[src/rtl/threshold_monitor_pkg.sv]
// Shared definitions for the threshold monitor: sample width, debounce
// defaults and the hysteresis FSM state encoding.
package threshold_monitor_pkg;

    localparam int unsigned SAMPLE_W         = 8;
    localparam int unsigned DEBOUNCE_DEFAULT = 3;
    localparam int unsigned CNT_W_DEFAULT    = 4;

    localparam logic [1:0] ST_NORMAL   = 2'd0;
    localparam logic [1:0] ST_PEND_SET = 2'd1;
    localparam logic [1:0] ST_ALARM    = 2'd2;
    localparam logic [1:0] ST_PEND_CLR = 2'd3;

endpackage

[src/rtl/threshold_monitor_cmp8.sv]
// Unsigned 8-bit magnitude compare: flags a strictly greater than b.
module threshold_monitor_cmp8
    import threshold_monitor_pkg::*;
(
    input  logic [SAMPLE_W-1:0] a,
    input  logic [SAMPLE_W-1:0] b,
    output logic                aGtB_c
);

    // Strict compare; equality is reported as not greater.
    assign aGtB_c = (a > b);

endmodule

[src/rtl/threshold_monitor_debounce_counter.sv]
// Saturating debounce counter. reached_c flags that the count including the
// current increment equals DEBOUNCE, so the FSM can decide on the same edge
// that accepts the deciding sample. clr has priority over inc.
module threshold_monitor_debounce_counter
    import threshold_monitor_pkg::*;
#(
    parameter int unsigned DEBOUNCE = DEBOUNCE_DEFAULT,
    parameter int unsigned CNT_W    = CNT_W_DEFAULT
)
(
    input  logic clk,
    input  logic rst,
    input  logic inc,
    input  logic clr,
    output logic reached_c
);

    logic [CNT_W-1:0] cnt;
    logic [CNT_W-1:0] cntInc;

    // Saturating increment value
    always_comb begin
        cntInc = cnt;
        if (cnt != CNT_W'(DEBOUNCE)) begin
            cntInc = cnt + CNT_W'(1);
        end
    end

    assign reached_c = inc && (cntInc == CNT_W'(DEBOUNCE));

    // Count register
    always_ff @(posedge clk or posedge rst) begin
        if (rst) begin
            cnt <= '0;
        end else if (clr) begin
            cnt <= '0;
        end else if (inc) begin
            cnt <= cntInc;
        end
    end

endmodule

[src/rtl/threshold_monitor.sv]
// Threshold monitor: compares accepted samples against hi/lo thresholds,
// debounces crossings through a hysteresis FSM and reports each alarm
// transition through a single-slot valid/ready event.
// Optional build macro: THRESHOLD_MONITOR_PEAK_EN (peak max/min tracking).
module threshold_monitor
    import threshold_monitor_pkg::*;
#(
    parameter int unsigned DEBOUNCE = DEBOUNCE_DEFAULT,
    parameter int unsigned CNT_W    = CNT_W_DEFAULT
)
(
    input  logic                clk,
    input  logic                rst,
    input  logic                sample_valid,
    output logic                sample_ready,
    input  logic [SAMPLE_W-1:0] sample_in,
    input  logic [SAMPLE_W-1:0] threshold_hi,
    input  logic [SAMPLE_W-1:0] threshold_lo,
    output logic                alarm,
    output logic                event_valid,
    input  logic                event_ready,
    output logic                event_rise,
    output logic [SAMPLE_W-1:0] peak_max,
    output logic [SAMPLE_W-1:0] peak_min
);

    logic [1:0] state;
    logic [1:0] stateNext;
    logic       accept;
    logic       above;
    logic       below;
    logic       qualify;
    logic       reached;
    logic       cntInc;
    logic       cntClr;
    logic       alarmNext;
    logic       eventValidNext;
    logic       eventRiseNext;

    assign accept = sample_valid && sample_ready;

    threshold_monitor_cmp8 cmpHi (
        .a      (sample_in),
        .b      (threshold_hi),
        .aGtB_c (above)
    );

    threshold_monitor_cmp8 cmpLo (
        .a      (threshold_lo),
        .b      (sample_in),
        .aGtB_c (below)
    );

    // Qualifying condition depends on which side of the hysteresis we are on
    assign qualify = ((state == ST_NORMAL) || (state == ST_PEND_SET)) ? above : below;
    assign cntInc  = accept && qualify;
    assign cntClr  = accept && (!qualify || reached);

    threshold_monitor_debounce_counter #(
        .DEBOUNCE (DEBOUNCE),
        .CNT_W    (CNT_W)
    ) debounce (
        .clk       (clk),
        .rst       (rst),
        .inc       (cntInc),
        .clr       (cntClr),
        .reached_c (reached)
    );

    // State register
    always_ff @(posedge clk or posedge rst) begin
        if (rst) begin
            state <= ST_NORMAL;
        end else begin
            state <= stateNext;
        end
    end

    // Next-state: FSM only moves on accepted samples
    always_comb begin
        stateNext = state;
        if (accept) begin
            case (state)
                ST_NORMAL:   if (above) stateNext = reached ? ST_ALARM : ST_PEND_SET;
                ST_PEND_SET: if (!above) stateNext = ST_NORMAL;
                             else if (reached) stateNext = ST_ALARM;
                ST_ALARM:    if (below) stateNext = reached ? ST_NORMAL : ST_PEND_CLR;
                ST_PEND_CLR: if (!below) stateNext = ST_ALARM;
                             else if (reached) stateNext = ST_NORMAL;
                default:     stateNext = ST_NORMAL;
            endcase
        end
    end

    // Output decode: event raised only on genuine alarm set/clear transitions
    always_comb begin
        alarmNext      = alarm;
        eventValidNext = event_valid;
        eventRiseNext  = event_rise;
        if (event_valid && event_ready) begin
            eventValidNext = 1'b0;
        end
        if ((stateNext == ST_ALARM) && ((state == ST_NORMAL) || (state == ST_PEND_SET))) begin
            alarmNext      = 1'b1;
            eventValidNext = 1'b1;
            eventRiseNext  = 1'b1;
        end
        if ((stateNext == ST_NORMAL) && ((state == ST_ALARM) || (state == ST_PEND_CLR))) begin
            alarmNext      = 1'b0;
            eventValidNext = 1'b1;
            eventRiseNext  = 1'b0;
        end
    end

    // Output registers; sample_ready blocks input while the event slot is full
    always_ff @(posedge clk or posedge rst) begin
        if (rst) begin
            alarm        <= 1'b0;
            event_valid  <= 1'b0;
            event_rise   <= 1'b0;
            sample_ready <= 1'b1;
        end else begin
            alarm        <= alarmNext;
            event_valid  <= eventValidNext;
            event_rise   <= eventRiseNext;
            sample_ready <= !eventValidNext;
        end
    end

`ifdef THRESHOLD_MONITOR_PEAK_EN
    // Peak tracking over every accepted sample; ties leave values unchanged
    always_ff @(posedge clk or posedge rst) begin
        if (rst) begin
            peak_max <= '0;
            peak_min <= '1;
        end else if (accept) begin
            if (sample_in > peak_max) peak_max <= sample_in;
            if (sample_in < peak_min) peak_min <= sample_in;
        end
    end
`else
    assign peak_max = '0;
    assign peak_min = '1;
`endif

endmodule
[config.mk]
export PLATFORM = sky130hd
export DESIGN_NAME = threshold_monitor
export DESIGN_NICKNAME = d
export VERILOG_FILES = /design/src/rtl/threshold_monitor_pkg.sv /design/src/rtl/threshold_monitor_cmp8.sv /design/src/rtl/threshold_monitor_debounce_counter.sv /design/src/rtl/threshold_monitor.sv
export SDC_FILE = /design/constraint.sdc
export NUM_CORES = 1
export LEC_CHECK = 0
export CORE_ASPECT_RATIO = 0.7
export CORE_UTILIZATION = 35
export DETAILED_ROUTE_END_ITERATION = 8
export GPL_TIMING_DRIVEN = 1
export HOLD_SLACK_MARGIN = 0.06
export PLACE_DENSITY = 0.73
export SLEW_MARGIN = 25
export SYNTH_ARGS = -nofsm -noshare
export SYNTH_HDL_FRONTEND = slang
export SYNTH_HIERARCHICAL = 1
export SYNTH_SLANG_ARGS = --single-unit
[constraint.sdc]
create_clock -name clk -period 2.1 [get_ports clk]
set_clock_uncertainty 0.1 [all_clocks]
set_input_delay 0.42 -clock clk [delete_from_list [all_inputs] [get_ports clk]]
set_output_delay 0.42 -clock clk [all_outputs]
set_load 0.1 [all_outputs]
==> results.sh, run 1 <==
export IMPL_status="finished with violations"
export IMPL_violations="negative setup slack"
export IMPL_finalCritPeriodShare=1.09
export IMPL_drv_cap=0
export IMPL_stdcell_area_sq_um=1710
export IMPL_ys_seq_elements=8
export IMPL_cp_max_fo=5
export IMPL_synth_top_family_by_area="adder cells"
export IMPL_synth_top_cell_by_area="ha_1"
export IMPL_grt_pass1_vias=923
export IMPL_async_flop_share=1.00
export IMPL_postSynthAreaPerCell_sq_um=8.75
export IMPL_groute_usage_overall=0.166
export IMPL_drive_above_1_share=0.537
export IMPL_grt_antenna_before_repair=0
export IMPL_syn_area_sq_um=1020
export IMPL_start_util=0.368
export IMPL_synth_edf_count=0
export IMPL_required_ns=2.11
export IMPL_synthMuxAreaShare=0.0489
export IMPL_grt_overflow_total=0
export IMPL_area_delta_synth_final_pct=66.9
export IMPL_final_nets=208
export IMPL_drt_iter0_markers=32
export IMPL_avgViaCountPerCell=4.80
export IMPL_ioPinCount=48
export IMPL_peakVddDrop_uv=487
export IMPL_cts_hold_fix_buffers=0
export IMPL_grt_pass1_wl_mm=3.86
export IMPL_core_area_sq_um=2780
export IMPL_synth_compound_area_frac=0.160
export IMPL_crit_path_end_kind="flip-flop"
export IMPL_rows=16
export IMPL_grt_max_degree=7
export IMPL_path_clk_slew_ns=0.04
export IMPL_dpl_cell_area_sq_um=1400
export IMPL_gp_congestion=0.831
export IMPL_synth_adder_area_share=0.208
export IMPL_clock_sinks=8
export IMPL_synth_xor_area_frac=0.0171
export IMPL_drt_wl_total_mm=2.65
export IMPL_cts_root_buffer="clkbuf_8"
export IMPL_setup_viol=8
export IMPL_insertion_delay_ns=0.23
export IMPL_firstDrtPassIters=6
export IMPL_criticalPathCategory="primary input to flip-flop"
export IMPL_r2r_start="debounce/cnt[0]"
export IMPL_hpwl_mm=1.85
export IMPL_critPathLaunchType="primary input"
export IMPL_p_leak_nw=0.741
export IMPL_cts_made_buffers=3
export IMPL_ys_flop_type="dfrtp_1"
export IMPL_hold_viol=0
export IMPL_cts_max_path_buffers=2
export IMPL_vias=950
export IMPL_antenna_cells=0
export IMPL_worstPathArrival_ns=2.29
export IMPL_layout_commonest_cell="conb_1"
export IMPL_fin_ws_ns=-0.181
export IMPL_rsz0062_at_grt="yes"
export IMPL_power_density_nw_per_um2=615
export IMPL_wire_per_inst_um=13.4
export IMPL_final_cell_mix="conb_1, ha_4, buf_4"
export IMPL_htree_levels=1
export IMPL_worstHoldPathType="primary input to async pin"
export IMPL_final_antenna_net_count=0
export IMPL_dieArea_sq_um=3150
export IMPL_r2r_slack_ns=0.10
export IMPL_dp_slack_ns=-0.958
export IMPL_placed_cells=188
export IMPL_dieHeight_um=47.2
export IMPL_rr_worst_depth=8
export IMPL_synth_top_cell_area_share=0.208
export IMPL_synth_area_leaders="ha_1, dfrtp_1, buf_4"
export IMPL_ys_types=36
export IMPL_drv_slew=0
export IMPL_cts_tree="yes"
export IMPL_stdcell_count=198
export IMPL_seq_area_frac_synth=0.197
export IMPL_drc=0
export IMPL_timing_fmax_ghz=0.438
export IMPL_synth_warnings=6
export IMPL_synth_simple_area_share=0.160
export IMPL_syn_inst=117
export IMPL_dieWidth_um=66.6
export IMPL_port_buffers=31
export IMPL_r2r_end="debounce/cnt[2]"
export IMPL_finalCriticalPeriod_ns=2.28
logic make-up after synthesis:
group	after synthesis
other	2
buffers and inverters	38
AO/OA/AOI/OAI	22
flip-flops	8
XOR/XNOR	2
multiplexers	4
adder cells (fa/ha/maj)	17
AND/OR/NAND/NOR	24
worst max-delay path by stage:
stage	slack, ns	start	to	depth (start not counted)
final	-0.18	threshold_lo[6]	debounce/cnt[0]	11
after global routing	-0.30	threshold_hi[1]	debounce/cnt[0]	13
after CTS	-0.22	sample_in[1]	debounce/cnt[0]	13
after detailed placement	-0.96	threshold_hi[1]	debounce/cnt[0]	13
after global placement	-0.88	threshold_hi[1]	debounce/cnt[0]	13
after floorplan	-0.30	threshold_hi[1]	debounce/cnt[0]	12
metal layers:
| metal | vias up | track usage | wire length [um] |
|---|---|---|---|
| met5 | - | 0 | 0 |
| met4 | 0 | 0.0809 | 31 |
| met3 | 4 | 0.0218 | 206 |
| met2 | 43 | 0.293 | 1270 |
| met1 | 442 | 0.206 | 1140 |
| li1 | 461 | - | - |
registers in the layout (all words and copies together) (netlist names):
signal and cells:
debounce/cnt 4, event_valid 1, sample_ready 1, alarm 1, state 1
repair_timing:
| item | CTS | global route |
|---|---|---|
| setup buffers | 4 | 3 |
| endpoints found under the setup margin | 8 | 8 |
| pin swaps | 27 | 17 |
| gates resized for setup | 105 | 14 |
worst max-delay path, cell delays in order:
cell,delay [ns]
clkdlybuf4s15_1,0.22
ha_4,0.31
nand4_4,0.10
a21oi_2,0.11
o22a_1,0.16
mux2i_2,0.09
nor2_2,0.12
nor3b_4,0.27
o21ba_4,0.19
nor2_1,0.05
mux2_4,0.25
report_power, final:
group | total [W] | leakage (nW) | switching [W] | internal [W]
sequential | 0.000219 | 0.100 | 0.0000351 | 0.000184
combinational | 0.000642 | 0.618 | 0.000362 | 0.000280
clock | 0.000190 | 0.0228 | 0.0000585 | 0.000131
cell usage after synthesis, types with 2 or more instances:
library cell / instances
dfrtp_1: 7
a21oi_2: 2
o22a_1: 2
nand4_2: 2
nand4_1: 4
conb_1: 2
o211ai_2: 2
ha_1: 17
nand2b_1: 2
nand2_1: 5
inv_1: 20
o21ai_0: 2
nor2b_4: 2
nor2_1: 4
buf_4: 17
a21oi_1: 7
cell type report:
cell class                 instances  area [sq um]
timing repair buffer              44           388
tap                               36          45.0
inverter                          21          93.8
sequential                         8           201
fill                             238          1070
clock buffer                       4          45.0
multi-input combinational         85           935
through the flow:
stage / hold slack, ns / utilization / total power (W) / TNS [ns]
6_report: 0.299 / 0.614 / 0.00105 / -0.835
5_1_grt: 0.319 / 0.614 / 0.00111 / -1.85
4_1_cts: 0.302 / 0.598 / 0.00101 / -0.874
3_5_place_dp: 0.418 / 0.504 / 0.000746 / -6.74
3_3_place_gp: 0.414 / 0.504 / 0.000731 / -6.19
2_1_floorplan: 0.0854 / - / 0.000619 / -1.20
No activity file was read; power rests on OpenSTA's default activity.
==> run 2: changes to the inputs <==
--- a/config.mk
+++ b/config.mk
@@ -5,6 +5,7 @@
 export SDC_FILE = /design/constraint.sdc
 export NUM_CORES = 1
 export LEC_CHECK = 0
+export CAP_MARGIN = 20
 export CORE_ASPECT_RATIO = 0.7
 export CORE_UTILIZATION = 35
 export DETAILED_ROUTE_END_ITERATION = 8
==> results of run 2 <==
Same layout as run 1: the final DEF is identical, and so are final timing and power.
==> patch, RTL diff (config.mk and constraints of run 1) <==
Add a define of `THRESHOLD_MONITOR_PEAK_EN`.
--- a/src/rtl/threshold_monitor.sv
+++ b/src/rtl/threshold_monitor.sv
@@ -2,6 +2,8 @@
 // debounces crossings through a hysteresis FSM and reports each alarm
 // transition through a single-slot valid/ready event.
 // Optional build macro: THRESHOLD_MONITOR_PEAK_EN (peak max/min tracking).
+`define THRESHOLD_MONITOR_PEAK_EN
+
 module threshold_monitor
     import threshold_monitor_pkg::*;
 #(
Function: changed (a bounded check fails within 4 cycles, from zero or initial values and one cycle with rst high).
==> patch against run 1 <==
The run still ends with setup timing left; non-clock buffer count grew 38; routed wire length up 99%; cell area rose by 97%; synthesized area increased by 83%; sequential cell count grew 16; power rose to 4.7 times the old value; combinational power rose to 5.4 times the old value; setup slack worse by 0.028 ns; maximum frequency fell by 1.2%; largest power group unchanged.
==> patch: results <==
metrics = {
    "global_routing": {
        "grt_usage_pct": 19.3,
        "grt_max_degree": 21,
        "antenna_found_initial": 0,
        "grt_pass1_wl_mm": 8.16,
        "grt_pass1_vias": 1716,
    },
    "placed_design": {
        "place_ws_ns": -0.985,
        "place_congestion": 0.825,
        "place_hpwl_mm": 3.72,
        "io_buffers": 47,
    },
    "timing": {
        "timing.final.ws_setup_ns": -0.209,
        "tns_ns": -0.833,
        "setup_violations": 8,
        "slew-limit-headroom_pct": 73.0,
    },
    "pwr": {
        "ir_drop_mv": 1.39,
        "leakage_nw": 1.52,
    },
    "clocking": {
        "clkTransAtPathRegs_ns": 0.10,
        "clk_latency_ns": 0.28,
        "htreeDepth": 1,
        "clock_sinks": 24,
        "cts_root_buffer": "clkbuf_8",
        "clk_path_buf_depth": 2,
        "cts_buffers": 3,
    },
    "synth": {
        "synth_flop_cell": "dfrtp_1",
        "synth-async-reset-ratio_pct": 100,
        "synthesis.nets": 248,
        "synth_seq_area_share_pct": 32.7,
        "synth_area_leaders": "ha_1, dfrtp_1, dfstp_2",
        "ys_types": 36,
        "ys_top_cells_by_count": "inv_1, ha_1, mux2_2",
    },
    "outcome": {
        "violations": "setup timing",
        "status": "finished with violations",
    },
    "finish": {
        "drive_above_1_share_pct": 65.8,
        "num_antenna_cells": 0,
        "top_regs": "peak_max x8, peak_min x8, debounce/cnt x4",
        "nNetsFinal": 333,
        "fillCellCount": 340,
    },
    "worst_hold_path": {
        "hp-class": "in -> async",
    },
    "setup_path": {
        "r2r_start": "peak_max[3]$_DFFE_PP0P_",
        "reg2regPathDepth": 7,
        "critPathArrivalTime_ns": 2.38,
        "reg2reg_slack_ns": 0.04,
        "r2r_end": "peak_max[0]$_DFFE_PP0P_",
        "crit_fanout": 5,
    },
    "detailed_routing": {
        "drt_iter0_markers": 41,
        "via_per_inst": 4.95,
        "wl_per_cell_um": 15.4,
        "drtPass1Iterations": 4,
    },
}
==> patch: how the worst max path moves through the flow <==
stage                    start                          end  slack (ns)
2_1_floorplan     sample_in[1]  debounce/cnt[0]$_DFFE_PP0P_       -0.32
3_3_place_gp      sample_in[7]  debounce/cnt[0]$_DFFE_PP0P_       -0.94
3_5_place_dp      sample_in[7]  debounce/cnt[0]$_DFFE_PP0P_       -0.98
4_1_cts           sample_in[1]  debounce/cnt[0]$_DFFE_PP0P_       -0.25
5_1_grt        threshold_lo[4]  debounce/cnt[0]$_DFFE_PP0P_       -0.28
6_report       threshold_lo[4]  debounce/cnt[0]$_DFFE_PP0P_       -0.21
==> patch: worst max-delay path, cell delays in order <==
cell	delay (ns)
dlygate4sd2_1	0.27
ha_4	0.29
nand4_4	0.11
a21oi_2	0.13
o22a_1	0.19
mux2i_2	0.10
nor2_2	0.11
nor3b_4	0.20
nor2_1	0.08
nor2_2	0.16
nor2_1	0.06
mux2_4	0.26
==> patch: metrics by stage <==
step / power (W) / hold WS [ns] / instances / instance area [um2] / util, %
3_5_place_dp: 0.00418 / 0.433 / 326 / 2920 / 58.8
5_1_grt: 0.00513 / 0.247 / 341 / 3370 / 67.9
4_1_cts: 0.00473 / 0.240 / 337 / 3230 / 65.0
3_3_place_gp: 0.00413 / 0.420 / 326 / 2920 / 58.8
6_report: 0.00491 / 0.247 / 341 / 3370 / 67.9
2_1_floorplan: 0.00311 / 0.0861 / 188 / 2070 / -
==> patch: logic make-up (layout without fill, tap and decap cells) <==
family,count (synthesis),count (layout),synth area share [%]
DFF,24,24,32.7
AOI/OAI and AO/OA,37,37,13.9
adders and majority gates,32,32,21.4
buffers and inverters,39,123,8.03
xor gates and xnor gates,2,2,0.937
muxes,19,19,11.5
and+or+nand+nor,35,35,11.4
==> patch: repair_timing <==
| item | CTS | global route |
|---|---|---|
| endpoints found under the hold margin | 0 | 0 |
| endpoints found under the setup margin | 24 | 24 |
| buffers inserted | 8 | 7 |
| gates cloned | 0 | 0 |
| pin swaps | 23 | 39 |
| resized for setup | 82 | 58 |
| hold buffers | 0 | 0 |
==> patch: area by class of cell <==
cell class	instances	share of cell area [%]
inverters	37	4.79
clock inverters	1	0.891
well taps	69	2.56
clock buffers	3	1.23
repair buffers	82	24.8
multi-input cells	125	46.1
flip-flops and latches	24	19.6
==> patch: layer usage <==
| layer | routed length, um | GRT usage (%) |
|---|---|---|
| met4 | 55 | 5.75 |
| met5 | 0 | 0 |
| met2 | 2590 | 31.7 |
| met1 | 2420 | 25.1 |
| met3 | 199 | 4.33 |
==> patch: where the power goes <==
group	internal [W]	switching, W
logic	0.00147	0.00201
clock network	0.000255	0.000169
registers	0.000797	0.000203
total	0.00253	0.00238
